===== src/rtl/cache_pkg.sv =====
// Shared geometry, tag entry layout and FSM encoding for the data cache controller.
package cache_pkg;

   localparam int TAG_W    = 55;
   localparam int INDEX_W  = 4;
   localparam int OFFSET_W = 5;
   localparam int LINE_W   = 256;
   localparam int WORD_W   = 64;
   localparam int ENTRY_W  = TAG_W + 2;
   localparam int ADDR_W   = 64;

   localparam int VALID_BIT = 56;
   localparam int DIRTY_BIT = 55;

   // FSM encoding kept as plain constants so older tools reading the state bits still work
   localparam logic [1:0] ST_IDLE      = 2'd0;
   localparam logic [1:0] ST_COMPARE   = 2'd1;
   localparam logic [1:0] ST_WRITEBACK = 2'd2;
   localparam logic [1:0] ST_ALLOCATE  = 2'd3;

   // Packs {valid, dirty, tag} into the layout the tag array stores
   function automatic logic [ENTRY_W-1:0] make_tag_entry(input logic valid,
                                                        input logic dirty,
                                                        input logic [TAG_W-1:0] tag);
      return {valid, dirty, tag};
   endfunction

endpackage


===== src/rtl/cache_ctrl_if.sv =====
// Bundles the CPU request/response, tag/data array and backing-memory signals of the controller.
interface cache_ctrl_if;
   import cache_pkg::*;

   logic                req_valid_i;
   logic                req_ready_o;
   logic                req_we_i;
   logic [ADDR_W-1:0]   req_addr_i;
   logic [WORD_W-1:0]   req_wdata_i;
   logic                resp_valid_o;
   logic [WORD_W-1:0]   resp_rdata_o;

   logic [INDEX_W-1:0]  tag_index_o;
   logic                tag_we_o;
   logic [ENTRY_W-1:0]  tag_write_o;
   logic [ENTRY_W-1:0]  tag_read_i;
   logic [INDEX_W-1:0]  data_index_o;
   logic                data_we_o;
   logic [LINE_W-1:0]   data_write_o;
   logic [LINE_W-1:0]   data_read_i;

   logic                mem_req_o;
   logic                mem_we_o;
   logic [ADDR_W-1:0]   mem_addr_o;
   logic [LINE_W-1:0]   mem_wdata_o;
   logic                mem_ack_i;
   logic [LINE_W-1:0]   mem_rdata_i;

   logic [15:0]         hit_cnt_o;
   logic [15:0]         miss_cnt_o;

   // The controller side
   modport slave (
      input  req_valid_i, req_we_i, req_addr_i, req_wdata_i,
      input  tag_read_i, data_read_i, mem_ack_i, mem_rdata_i,
      output req_ready_o, resp_valid_o, resp_rdata_o,
      output tag_index_o, tag_we_o, tag_write_o,
      output data_index_o, data_we_o, data_write_o,
      output mem_req_o, mem_we_o, mem_addr_o, mem_wdata_o,
      output hit_cnt_o, miss_cnt_o
   );

   // The surrounding pipeline, arrays and memory
   modport master (
      output req_valid_i, req_we_i, req_addr_i, req_wdata_i,
      output tag_read_i, data_read_i, mem_ack_i, mem_rdata_i,
      input  req_ready_o, resp_valid_o, resp_rdata_o,
      input  tag_index_o, tag_we_o, tag_write_o,
      input  data_index_o, data_we_o, data_write_o,
      input  mem_req_o, mem_we_o, mem_addr_o, mem_wdata_o,
      input  hit_cnt_o, miss_cnt_o
   );

endinterface


===== src/rtl/cache_line_merge.sv =====
// Replaces one 64-bit word of a cache line and extracts the same word for loads.
module cache_line_merge
   import cache_pkg::*;
(
   input  logic [LINE_W-1:0] line_in,
   input  logic [WORD_W-1:0] word_in,
   input  logic [1:0]        word_sel,
   output logic [LINE_W-1:0] line_out,
   output logic [WORD_W-1:0] word_out
);

   logic [7:0] bit_base;

   assign bit_base = {word_sel, 6'b0};

   // Overwrite the selected word in a copy of the line; read the original word out
   always_comb begin
      line_out = line_in;
      line_out[bit_base +: WORD_W] = word_in;
      word_out = line_in[bit_base +: WORD_W];
   end

endmodule


===== src/rtl/cache_ctrl.sv =====
// Direct-mapped write-back/write-allocate data cache controller: lookup, writeback, refill.
module cache_ctrl
   import cache_pkg::*;
(
   input  logic         clk_i,
   input  logic         rst_i,
   cache_ctrl_if.slave  bus
);

   logic [1:0]          state_q;
   logic [1:0]          state_d;
   logic                we_q;
   logic [TAG_W-1:0]    tag_q;
   logic [INDEX_W-1:0]  index_q;
   logic [1:0]          word_q;
   logic [WORD_W-1:0]   wdata_q;
   logic                refill_q;
   logic                resp_valid_q;
   logic [WORD_W-1:0]   resp_rdata_q;
   logic [15:0]         hit_cnt_q;
   logic [15:0]         miss_cnt_q;

   logic [TAG_W-1:0]    stored_tag;
   logic                hit;
   logic                victim_dirty;
   logic [LINE_W-1:0]   merged_line;
   logic [WORD_W-1:0]   selected_word;
   logic                unused_addr_bits;

   assign stored_tag       = bus.tag_read_i[TAG_W-1:0];
   assign hit              = bus.tag_read_i[VALID_BIT] && (stored_tag == tag_q);
   assign victim_dirty     = bus.tag_read_i[VALID_BIT] && bus.tag_read_i[DIRTY_BIT];
   assign unused_addr_bits = ^bus.req_addr_i[2:0];

   cache_line_merge u_merge (
      .line_in  (bus.data_read_i),
      .word_in  (wdata_q),
      .word_sel (word_q),
      .line_out (merged_line),
      .word_out (selected_word)
   );

   assign bus.tag_index_o  = index_q;
   assign bus.data_index_o = index_q;
   assign bus.resp_valid_o = resp_valid_q;
   assign bus.resp_rdata_o = resp_rdata_q;
   assign bus.hit_cnt_o    = hit_cnt_q;
   assign bus.miss_cnt_o   = miss_cnt_q;

   // Next-state logic plus the memory and array strobes, all decoded from the current state
   always_comb begin
      state_d          = state_q;
      bus.req_ready_o  = (state_q == ST_IDLE);
      bus.mem_req_o    = 1'b0;
      bus.mem_we_o     = 1'b0;
      bus.mem_addr_o   = '0;
      bus.mem_wdata_o  = '0;
      bus.tag_we_o     = 1'b0;
      bus.tag_write_o  = '0;
      bus.data_we_o    = 1'b0;
      bus.data_write_o = '0;
      case (state_q)
         ST_IDLE: begin
            if (bus.req_valid_i) state_d = ST_COMPARE;
         end
         ST_COMPARE: begin
            if (hit) begin
               if (we_q) begin
                  bus.data_we_o    = !rst_i;
                  bus.data_write_o = merged_line;
                  bus.tag_we_o     = !rst_i;
                  bus.tag_write_o  = make_tag_entry(1'b1, 1'b1, tag_q);
               end
               state_d = ST_IDLE;
            end else if (victim_dirty) begin
               state_d = ST_WRITEBACK;
            end else begin
               state_d = ST_ALLOCATE;
            end
         end
         ST_WRITEBACK: begin
            bus.mem_req_o   = 1'b1;
            bus.mem_we_o    = 1'b1;
            bus.mem_addr_o  = {stored_tag, index_q, {OFFSET_W{1'b0}}};
            bus.mem_wdata_o = bus.data_read_i;
            if (bus.mem_ack_i) state_d = ST_ALLOCATE;
         end
         default: begin
            bus.mem_req_o  = 1'b1;
            bus.mem_addr_o = {tag_q, index_q, {OFFSET_W{1'b0}}};
            if (bus.mem_ack_i) begin
               bus.data_we_o    = !rst_i;
               bus.data_write_o = bus.mem_rdata_i;
               bus.tag_we_o     = !rst_i;
               bus.tag_write_o  = make_tag_entry(1'b1, 1'b0, tag_q);
               state_d          = ST_COMPARE;
            end
         end
      endcase
   end

   // State register, request latch, registered response and the hit/miss statistics
   always_ff @(posedge clk_i) begin
      if (rst_i) begin
         state_q      <= ST_IDLE;
         we_q         <= 1'b0;
         tag_q        <= '0;
         index_q      <= '0;
         word_q       <= '0;
         wdata_q      <= '0;
         refill_q     <= 1'b0;
         resp_valid_q <= 1'b0;
         resp_rdata_q <= '0;
         hit_cnt_q    <= '0;
         miss_cnt_q   <= '0;
      end else begin
         state_q      <= state_d;
         resp_valid_q <= 1'b0;
         case (state_q)
            ST_IDLE: begin
               if (bus.req_valid_i) begin
                  we_q     <= bus.req_we_i;
                  tag_q    <= bus.req_addr_i[63:9];
                  index_q  <= bus.req_addr_i[8:5];
                  word_q   <= bus.req_addr_i[4:3];
                  wdata_q  <= bus.req_wdata_i;
                  refill_q <= 1'b0;
               end
            end
            ST_COMPARE: begin
               if (hit) begin
                  resp_valid_q <= 1'b1;
                  resp_rdata_q <= we_q ? '0 : selected_word;
                  if (!refill_q) hit_cnt_q <= hit_cnt_q + 16'd1;
               end else if (!refill_q) begin
                  miss_cnt_q <= miss_cnt_q + 16'd1;
               end
            end
            ST_ALLOCATE: begin
               if (bus.mem_ack_i) refill_q <= 1'b1;
            end
            default: begin
            end
         endcase
      end
   end

endmodule


===== src/flat_wrapper.sv =====
// flat-port wrapper written by rule: the top's interface ports become plain ports
module cache_ctrl_flat import cache_pkg::*;
  (clk_i, rst_i, bus_req_valid_i, bus_req_we_i, bus_req_addr_i, bus_req_wdata_i, bus_tag_read_i, bus_data_read_i, bus_mem_ack_i, bus_mem_rdata_i, bus_req_ready_o, bus_resp_valid_o, bus_resp_rdata_o, bus_tag_index_o, bus_tag_we_o, bus_tag_write_o, bus_data_index_o, bus_data_we_o, bus_data_write_o, bus_mem_req_o, bus_mem_we_o, bus_mem_addr_o, bus_mem_wdata_o, bus_hit_cnt_o, bus_miss_cnt_o);
  cache_ctrl_if bus_i ();
  input  logic clk_i;
  input  logic rst_i;
  input wire logic [$bits(bus_i.req_valid_i)-1:0] bus_req_valid_i;
  input wire logic [$bits(bus_i.req_we_i)-1:0] bus_req_we_i;
  input wire logic [$bits(bus_i.req_addr_i)-1:0] bus_req_addr_i;
  input wire logic [$bits(bus_i.req_wdata_i)-1:0] bus_req_wdata_i;
  input wire logic [$bits(bus_i.tag_read_i)-1:0] bus_tag_read_i;
  input wire logic [$bits(bus_i.data_read_i)-1:0] bus_data_read_i;
  input wire logic [$bits(bus_i.mem_ack_i)-1:0] bus_mem_ack_i;
  input wire logic [$bits(bus_i.mem_rdata_i)-1:0] bus_mem_rdata_i;
  output wire logic [$bits(bus_i.req_ready_o)-1:0] bus_req_ready_o;
  output wire logic [$bits(bus_i.resp_valid_o)-1:0] bus_resp_valid_o;
  output wire logic [$bits(bus_i.resp_rdata_o)-1:0] bus_resp_rdata_o;
  output wire logic [$bits(bus_i.tag_index_o)-1:0] bus_tag_index_o;
  output wire logic [$bits(bus_i.tag_we_o)-1:0] bus_tag_we_o;
  output wire logic [$bits(bus_i.tag_write_o)-1:0] bus_tag_write_o;
  output wire logic [$bits(bus_i.data_index_o)-1:0] bus_data_index_o;
  output wire logic [$bits(bus_i.data_we_o)-1:0] bus_data_we_o;
  output wire logic [$bits(bus_i.data_write_o)-1:0] bus_data_write_o;
  output wire logic [$bits(bus_i.mem_req_o)-1:0] bus_mem_req_o;
  output wire logic [$bits(bus_i.mem_we_o)-1:0] bus_mem_we_o;
  output wire logic [$bits(bus_i.mem_addr_o)-1:0] bus_mem_addr_o;
  output wire logic [$bits(bus_i.mem_wdata_o)-1:0] bus_mem_wdata_o;
  output wire logic [$bits(bus_i.hit_cnt_o)-1:0] bus_hit_cnt_o;
  output wire logic [$bits(bus_i.miss_cnt_o)-1:0] bus_miss_cnt_o;
  assign bus_i.req_valid_i = bus_req_valid_i;
  assign bus_i.req_we_i = bus_req_we_i;
  assign bus_i.req_addr_i = bus_req_addr_i;
  assign bus_i.req_wdata_i = bus_req_wdata_i;
  assign bus_i.tag_read_i = bus_tag_read_i;
  assign bus_i.data_read_i = bus_data_read_i;
  assign bus_i.mem_ack_i = bus_mem_ack_i;
  assign bus_i.mem_rdata_i = bus_mem_rdata_i;
  assign bus_req_ready_o = bus_i.req_ready_o;
  assign bus_resp_valid_o = bus_i.resp_valid_o;
  assign bus_resp_rdata_o = bus_i.resp_rdata_o;
  assign bus_tag_index_o = bus_i.tag_index_o;
  assign bus_tag_we_o = bus_i.tag_we_o;
  assign bus_tag_write_o = bus_i.tag_write_o;
  assign bus_data_index_o = bus_i.data_index_o;
  assign bus_data_we_o = bus_i.data_we_o;
  assign bus_data_write_o = bus_i.data_write_o;
  assign bus_mem_req_o = bus_i.mem_req_o;
  assign bus_mem_we_o = bus_i.mem_we_o;
  assign bus_mem_addr_o = bus_i.mem_addr_o;
  assign bus_mem_wdata_o = bus_i.mem_wdata_o;
  assign bus_hit_cnt_o = bus_i.hit_cnt_o;
  assign bus_miss_cnt_o = bus_i.miss_cnt_o;
  cache_ctrl u_core (.clk_i(clk_i), .rst_i(rst_i), .bus(bus_i));
endmodule

===== config.mk =====
export PLATFORM = sky130hd
export DESIGN_NAME = cache_ctrl_flat
export DESIGN_NICKNAME = d
export VERILOG_FILES = /design/src/rtl/cache_pkg.sv /design/src/rtl/cache_ctrl_if.sv /design/src/rtl/cache_line_merge.sv /design/src/rtl/cache_ctrl.sv /design/src/flat_wrapper.sv
export SDC_FILE = /design/constraint.sdc
export NUM_CORES = 1
export LEC_CHECK = 0
export BUFFER_PORTS_ARGS = -buffer_cell sky130_fd_sc_hd__buf_2
export CORE_AREA = 2 2 570 572
export CTS_CLUSTER_SIZE = 10
export DETAILED_ROUTE_END_ITERATION = 8
export DIE_AREA = 0 0 572 574
export GPL_TIMING_DRIVEN = 0
export PLACE_DENSITY_LB_ADDON = 0.05
export RECOVER_POWER = 25
export SYNTH_ARGS = -nofsm -noshare
export SYNTH_HDL_FRONTEND = slang
export SYNTH_HIERARCHICAL = 1
export SYNTH_SLANG_ARGS = --single-unit

===== constraint.sdc =====
create_clock -name clk_i -period 2.8 [get_ports clk_i]
set_clock_uncertainty 0.15 [all_clocks]
set_input_delay 0.28 -clock clk_i [delete_from_list [all_inputs] [get_ports clk_i]]
set_output_delay 0.28 -clock clk_i [all_outputs]
set_load 0.01 [all_outputs]

# Word-level counts from Yosys, hierarchy flattened
# Index checks and enable logic that the tools add are counted.
[word_totals]
register_bits = 226
input_bits = 702
elab_cells = 70
output_inout_bits = 743
[op_classes]
n_reduce_logical = 15
mux = 28
shift = 3
n_addsub = 3
n_bitwise = 3
eq_ne = 7
[op_table]
columns = ["cell", "n"]
rows = [
  ["$mux 256", 4],
  ["$pmux 256 s2", 1],
  ["$bwmux 256", 1],
  ["$shift 64x10->256 const A", 1],
  ["$shiftx 256x9->64", 1],
  ["$shiftx 64x10->256", 1],
  ["$mux 57", 3],
  ["$pmux 64 s2", 1],
  ["$pmux 57 s2", 1],
  ["$mux 64", 1],
  ["$eq 55x55->1", 1],
  ["$add 16x1->16 const B", 2],
  ["$reduce_and 3->1", 4],
  ["$neg 8->10", 1],
  ["$mux 1", 9],
  ["$mux 2", 4],
  ["$ne 2x2->1 const B", 3],
  ["$pmux 2 s3", 1],
  ["$reduce_or 2->1", 3],
  ["$eq 2x2->1 const B", 2],
  ["$pmux 1 s2", 2],
  ["$reduce_and 2->1", 2],
  ["$not 1->1", 3],
  ["$reduce_bool 3->1", 1],
  ["5 further kinds", 6],
]

# Logic depth before layout (Yosys ltp)
[logic_depth]
depth_word = 6
mapped_depth = 10
mapped_depth_nobuf = 8

# By module
# The synthesis kept the hierarchy.
[by_module_without_submodules]
columns = ["mod", "area_per_inst_um2", "cells_per_inst", "n_inst", "seq_area_each_um2"]
rows = [
  ["cache_ctrl", 14337.5, 1883, 1, 4524.3],
  ["cache_line_merge", 5193.7, 569, 1, 0.0],
]

# Least setup slack after synthesis
# No wires, ideal clock.
[synth_timing]
path_type = "flip-flop to output port"
start = "register u_core.tag_q[1]"
end = "output bus_data_write_o[100]"
n_path_buf = 3
t_required_ns = 2.370
path_stages_with_launch = 10
slack_ns = -0.294
t_arrival_ns = 2.664
path_cell_list = "dfxtp_1 > xnor2_1 > o221ai_1 > or4_1 > nor4b_1 > and4_1 > clkbuf_1 > clkbuf_1 > clkbuf_1 > a22o_1"
[synth_between]
elab_chain_len = 4
[synth_rtl]
columns = ["item", "line", "text"]
rows = [
  ["from (decl)", "cache_ctrl.sv:13", "logic [TAG_W-1:0] tag_q;"],
  ["from (signal assigned)", "cache_ctrl.sv:123", "tag_q <= bus.req_addr_i[63:9];"],
  ["$eq 55x55->1", "cache_ctrl.sv:31", "assign hit = bus.tag_read_i[VALID_BIT] && (stored_tag == tag_q);"],
  ["$logic_and 1x1->1", "cache_ctrl.sv:31", ""],
  ["$mux 256", "cache_ctrl.sv:67", "if (hit) begin"],
  ["$pmux 256 s2", "cache_ctrl.sv:62", "case (state_q)"],
  ["to (decl)", "flat_wrapper.sv:23", "output wire logic [$bits(bus_i.data_write_o)-1:0] bus_data_write_o;"],
]
# No other way between the ends.

# Worst setup path after layout
[layout_timing]
start = "register u_core.tag_q[4]"
end = "output bus_data_write_o[36]"
# Same word-level chain as after synthesis.

==> run metrics <==
layout cells sized above 1=46.85%; Die X=roughly 570 um; Critical path buffers and inverters=6; routability cong.=between 0.8 and 0.9; Pleak=16.70 nW; largest net degree at the start of global routing=13; first-pass GRT wire length=415.5 mm; status=complete, but fails checks; complex-gate fraction of the synthesized area=34.36%; RSZ-0062 raised after global routing=yes; worst slew pin tran=1.305 ns; slowest CP cell=dfxtp_2; dpl ws=-3.552 ns; vias=around 30000; CTS tree=done; Tot GR Track Use=about a fifth; Max Cap Viol=0; synth warn=6; Wirelength per Cell=40.13 um; endpoints failing setup=767; synthesized instance count=around 2500; crit-path leading delay family=buffers and inverters; DRC Markers=0; port buffer count=1435; CP peak stage delay=0.54 ns; CTS clk-pin slew, worst paths=0.06 ns; DP Area=0.03254 mm2; main combinational cell family by area after synthesis=compound AO/OA/AOI/OAI gates; simple-gate portion of the synthesized area=23.62%; violated checks=negative setup slack; synthesized area=approximately 0.020 mm2; Clock Tree Buf Depth=3; initial drt markers=approximately 2100; TritonCTS Sinks=226; WS Path Type=flip-flop to primary output; synth top area cells=dfxtp_1 23%, a22o_1 17%, and2_1 10%, nand2_1 7.7%, mux4_2 7.4%; CTS root buf=clkbuf_16; share of synthesized cell area in full adder, half adder and majority cells=less than 1%; share of the synthesized area in the top cell type=23.16%; critical-path cell list=o221ai_2, or4_4, nor4b_4, buf_4, and4_4, buf_12, clkbuf_16, clkbuf_16, buf_8, a22o_1, buf_6; Design Area, Final=between 0.03 and 0.04 mm2; CTS buffer count=between 40 and 50; Primary FF master, synth=dfxtp_1; FFs w/ async S/R, synth=0%; worst vdd ir=0.4489 mV; post-synthesis xor/xnor area fraction=under 10%; cell count along the critical path=11; fin crit share=142.9%; worst hold path class=input pin to flip-flop; top cell type by total area after synthesis=dfxtp_1; critical-path maximum fanout=10; WP data arrival=about 3.6 ns; H-tree depth=2; fin util=between 10% and 20%; EDFF count, synth=0; vias in the first global route=30140; # fillers=37770; P&R area growth vs syn=101.4%; most common cell in the netlist=nand2_1; Cell Pwr Density=around 560 mW/mm2; grt ovf=0; FP Rows=around 210; Synth Register Bits=226; Commonest cells post-synth=403 x nand2_1, 375 x a22o_1, 316 x and2_1, 226 x dfxtp_1, 214 x a21oi_1; Final WS setup=-1.201 ns; vias per inst=approximately 3.4; max-slew violation count=0; WP data required=2.37 ns; post-synthesis sequential area ratio=23.16%; Ports=roughly 1400; Nets=4867; worst skew pair latency=0.66 ns; Routed Antenna Nets=0; Netlist cell types=59; R2R depth=11; Tmin final=4.001 ns; cell mode on critical path=clkbuf_16; Setup crit end kind=primary output; post-route insts no fill=8591; Post-DP HPWL=between 200 and 300 mm; max_slew headroom=a little over an eighth; Routed WL=344.8 mm; core area=0.3227 mm2; Syn Area/Cell=7.965 um2; DP Cell Count=8230; CP Launch Type=flip-flop; achievable frequency=249.9 MHz; Final Hold Viols=0; initial antenna violation count=between 200 and 250; mux cell area share after synthesis=7.482%; 1st-pass router iterations=6; die area=around 0.33 mm2; Die Y=574 um; hold path depth=4; starting density of the core=6.053%
## report_power, final
part | internal (W) | leakage (nW) | switching, W
Combinational | 0.00391 | 14.2 | 0.00828
Sequential | 0.00355 | 1.85 | 0.000758
Clock | 0.00334 | 0.696 | 0.00234
Total | 0.0108 | 16.7 | 0.0114
## flip-flops by register name (all words and copies together), names as in the netlist
signal,flops
u_core/bus.resp_rdata_o,64
u_core/wdata_q,64
u_core/tag_q,55
u_core/bus.hit_cnt_o,16
u_core/bus.miss_cnt_o,16
u_core/bus.data_index_o,4
u_core/state_q,2
u_core/word_q,2
u_core/bus.resp_valid_o,1
u_core/refill_q,1
u_core/we_q,1
## metrics by stage
stage          hold WS (ns)  setup TNS, ns  power [W]
4_1_cts           0.0003098        -667.22    0.02289
5_1_grt             0.05873        -710.87    0.02325
3_5_place_dp         0.2913       -1233.19    0.01587
2_1_floorplan        0.2584         -8.585   0.008275
3_3_place_gp         0.2907       -2097.21    0.01581
6_report            0.04848        -562.10    0.02218
## metal layers
metal  share of wire [%]  vias to the layer above  global-route usage (%)
li1                    -                    12630                       -
met1                  43                    15140                   25.65
met2                  50                     1405                   35.97
met3                 5.8                      299                   3.707
met4                 1.7                       62                   2.946
met5                0.11                        -                       0
## path summary, 6_finish.rpt
kind,from,endpoint,slack (ns)
hold / removal,bus_data_read_i[173],u_core/bus.resp_rdata_o[45]$_SDFFE_PP0P_,0.05
hold reg to reg,u_core/bus.resp_rdata_o[3]$_SDFFE_PP0P_,u_core/bus.resp_rdata_o[3]$_SDFFE_PP0P_,0.30
setup reg to reg,u_core/tag_q[35]$_SDFFE_PP0P_,u_core/bus.resp_rdata_o[59]$_SDFFE_PP0P_,-1.01
setup / recovery,u_core/tag_q[4]$_SDFFE_PP0P_,bus_data_write_o[36],-1.20
## final cells by class
cell class                      instances  area (um2)  area share [%]
Antenna cell                           85       212.7          0.5406
Buffer                                288        2574           6.542
Clock buffer                           61        1241           3.155
Clock inverter                          9       171.4          0.4357
Inverter                               92       357.8          0.9095
Multi-Input combinational cell       1848       14010           35.60
Sequential cell                       226        4567           11.61
Tap cell                             4325        5411           13.75
Timing Repair Buffer                 1657       10800           27.45
## logic make-up after synthesis
kind of cell               count (synthesis)
AOI/OAI and AO/OA                        832
xor gates and xnor gates                  46
adders and majority gates                 11
muxes                                     66
DFF                                      226
buffers and inverters                    382
and+or+nand+nor                          888
other                                      1
## worst min-delay path: stages
cell	delay, ns
buf_2	0.10
mux4_2	0.25
nand3b_1	0.07
a21oi_1	0.13
## cells in the final DEF (no fill, tap or decap), types with 8 or more instances in the layout
master / netlist / final
buf_2: 42 / 1279
nand2_1: 403 / 402
a22o_1: 375 / 352
and2_1: 316 / 297
a21oi_1: 214 / 214
dfxtp_1: 226 / 206
buf_6: 7 / 134
dlygate4sd3_1: 0 / 131
clkbuf_1: 199 / 120
a32o_1: 120 / 110
clkbuf_16: 0 / 93
inv_1: 89 / 89
buf_4: 21 / 86
diode_2: 0 / 85
nand3b_1: 65 / 65
mux4_2: 64 / 64
clkbuf_2: 0 / 42
buf_12: 3 / 38
o32ai_1: 44 / 31
xor2_1: 30 / 29
clkbuf_4: 0 / 26
o32ai_2: 20 / 25
clkbuf_8: 0 / 20
a22o_4: 0 / 19
and2_4: 0 / 18
buf_1: 17 / 15
nor2_1: 14 / 13
nand3_1: 14 / 13
dfxtp_2: 0 / 13
o21ai_0: 12 / 12
o31ai_1: 12 / 12
or4_1: 13 / 12
buf_8: 1 / 11
or3_1: 11 / 11
buf_16: 0 / 10
a32o_2: 0 / 10
xnor2_1: 16 / 9
nand4_1: 8 / 8
o32ai_4: 0 / 8
## what timing repair did
action                                  CTS  global route
endpoints found under the setup margin  822           855
gates cloned                             22             2
pin swaps                                42            16
hold buffers                            131             0
buffers inserted                         48             6
hold endpoints to repair                130             0
resized for setup                       606            76
Note: power is estimated with default switching activity, not from simulation.
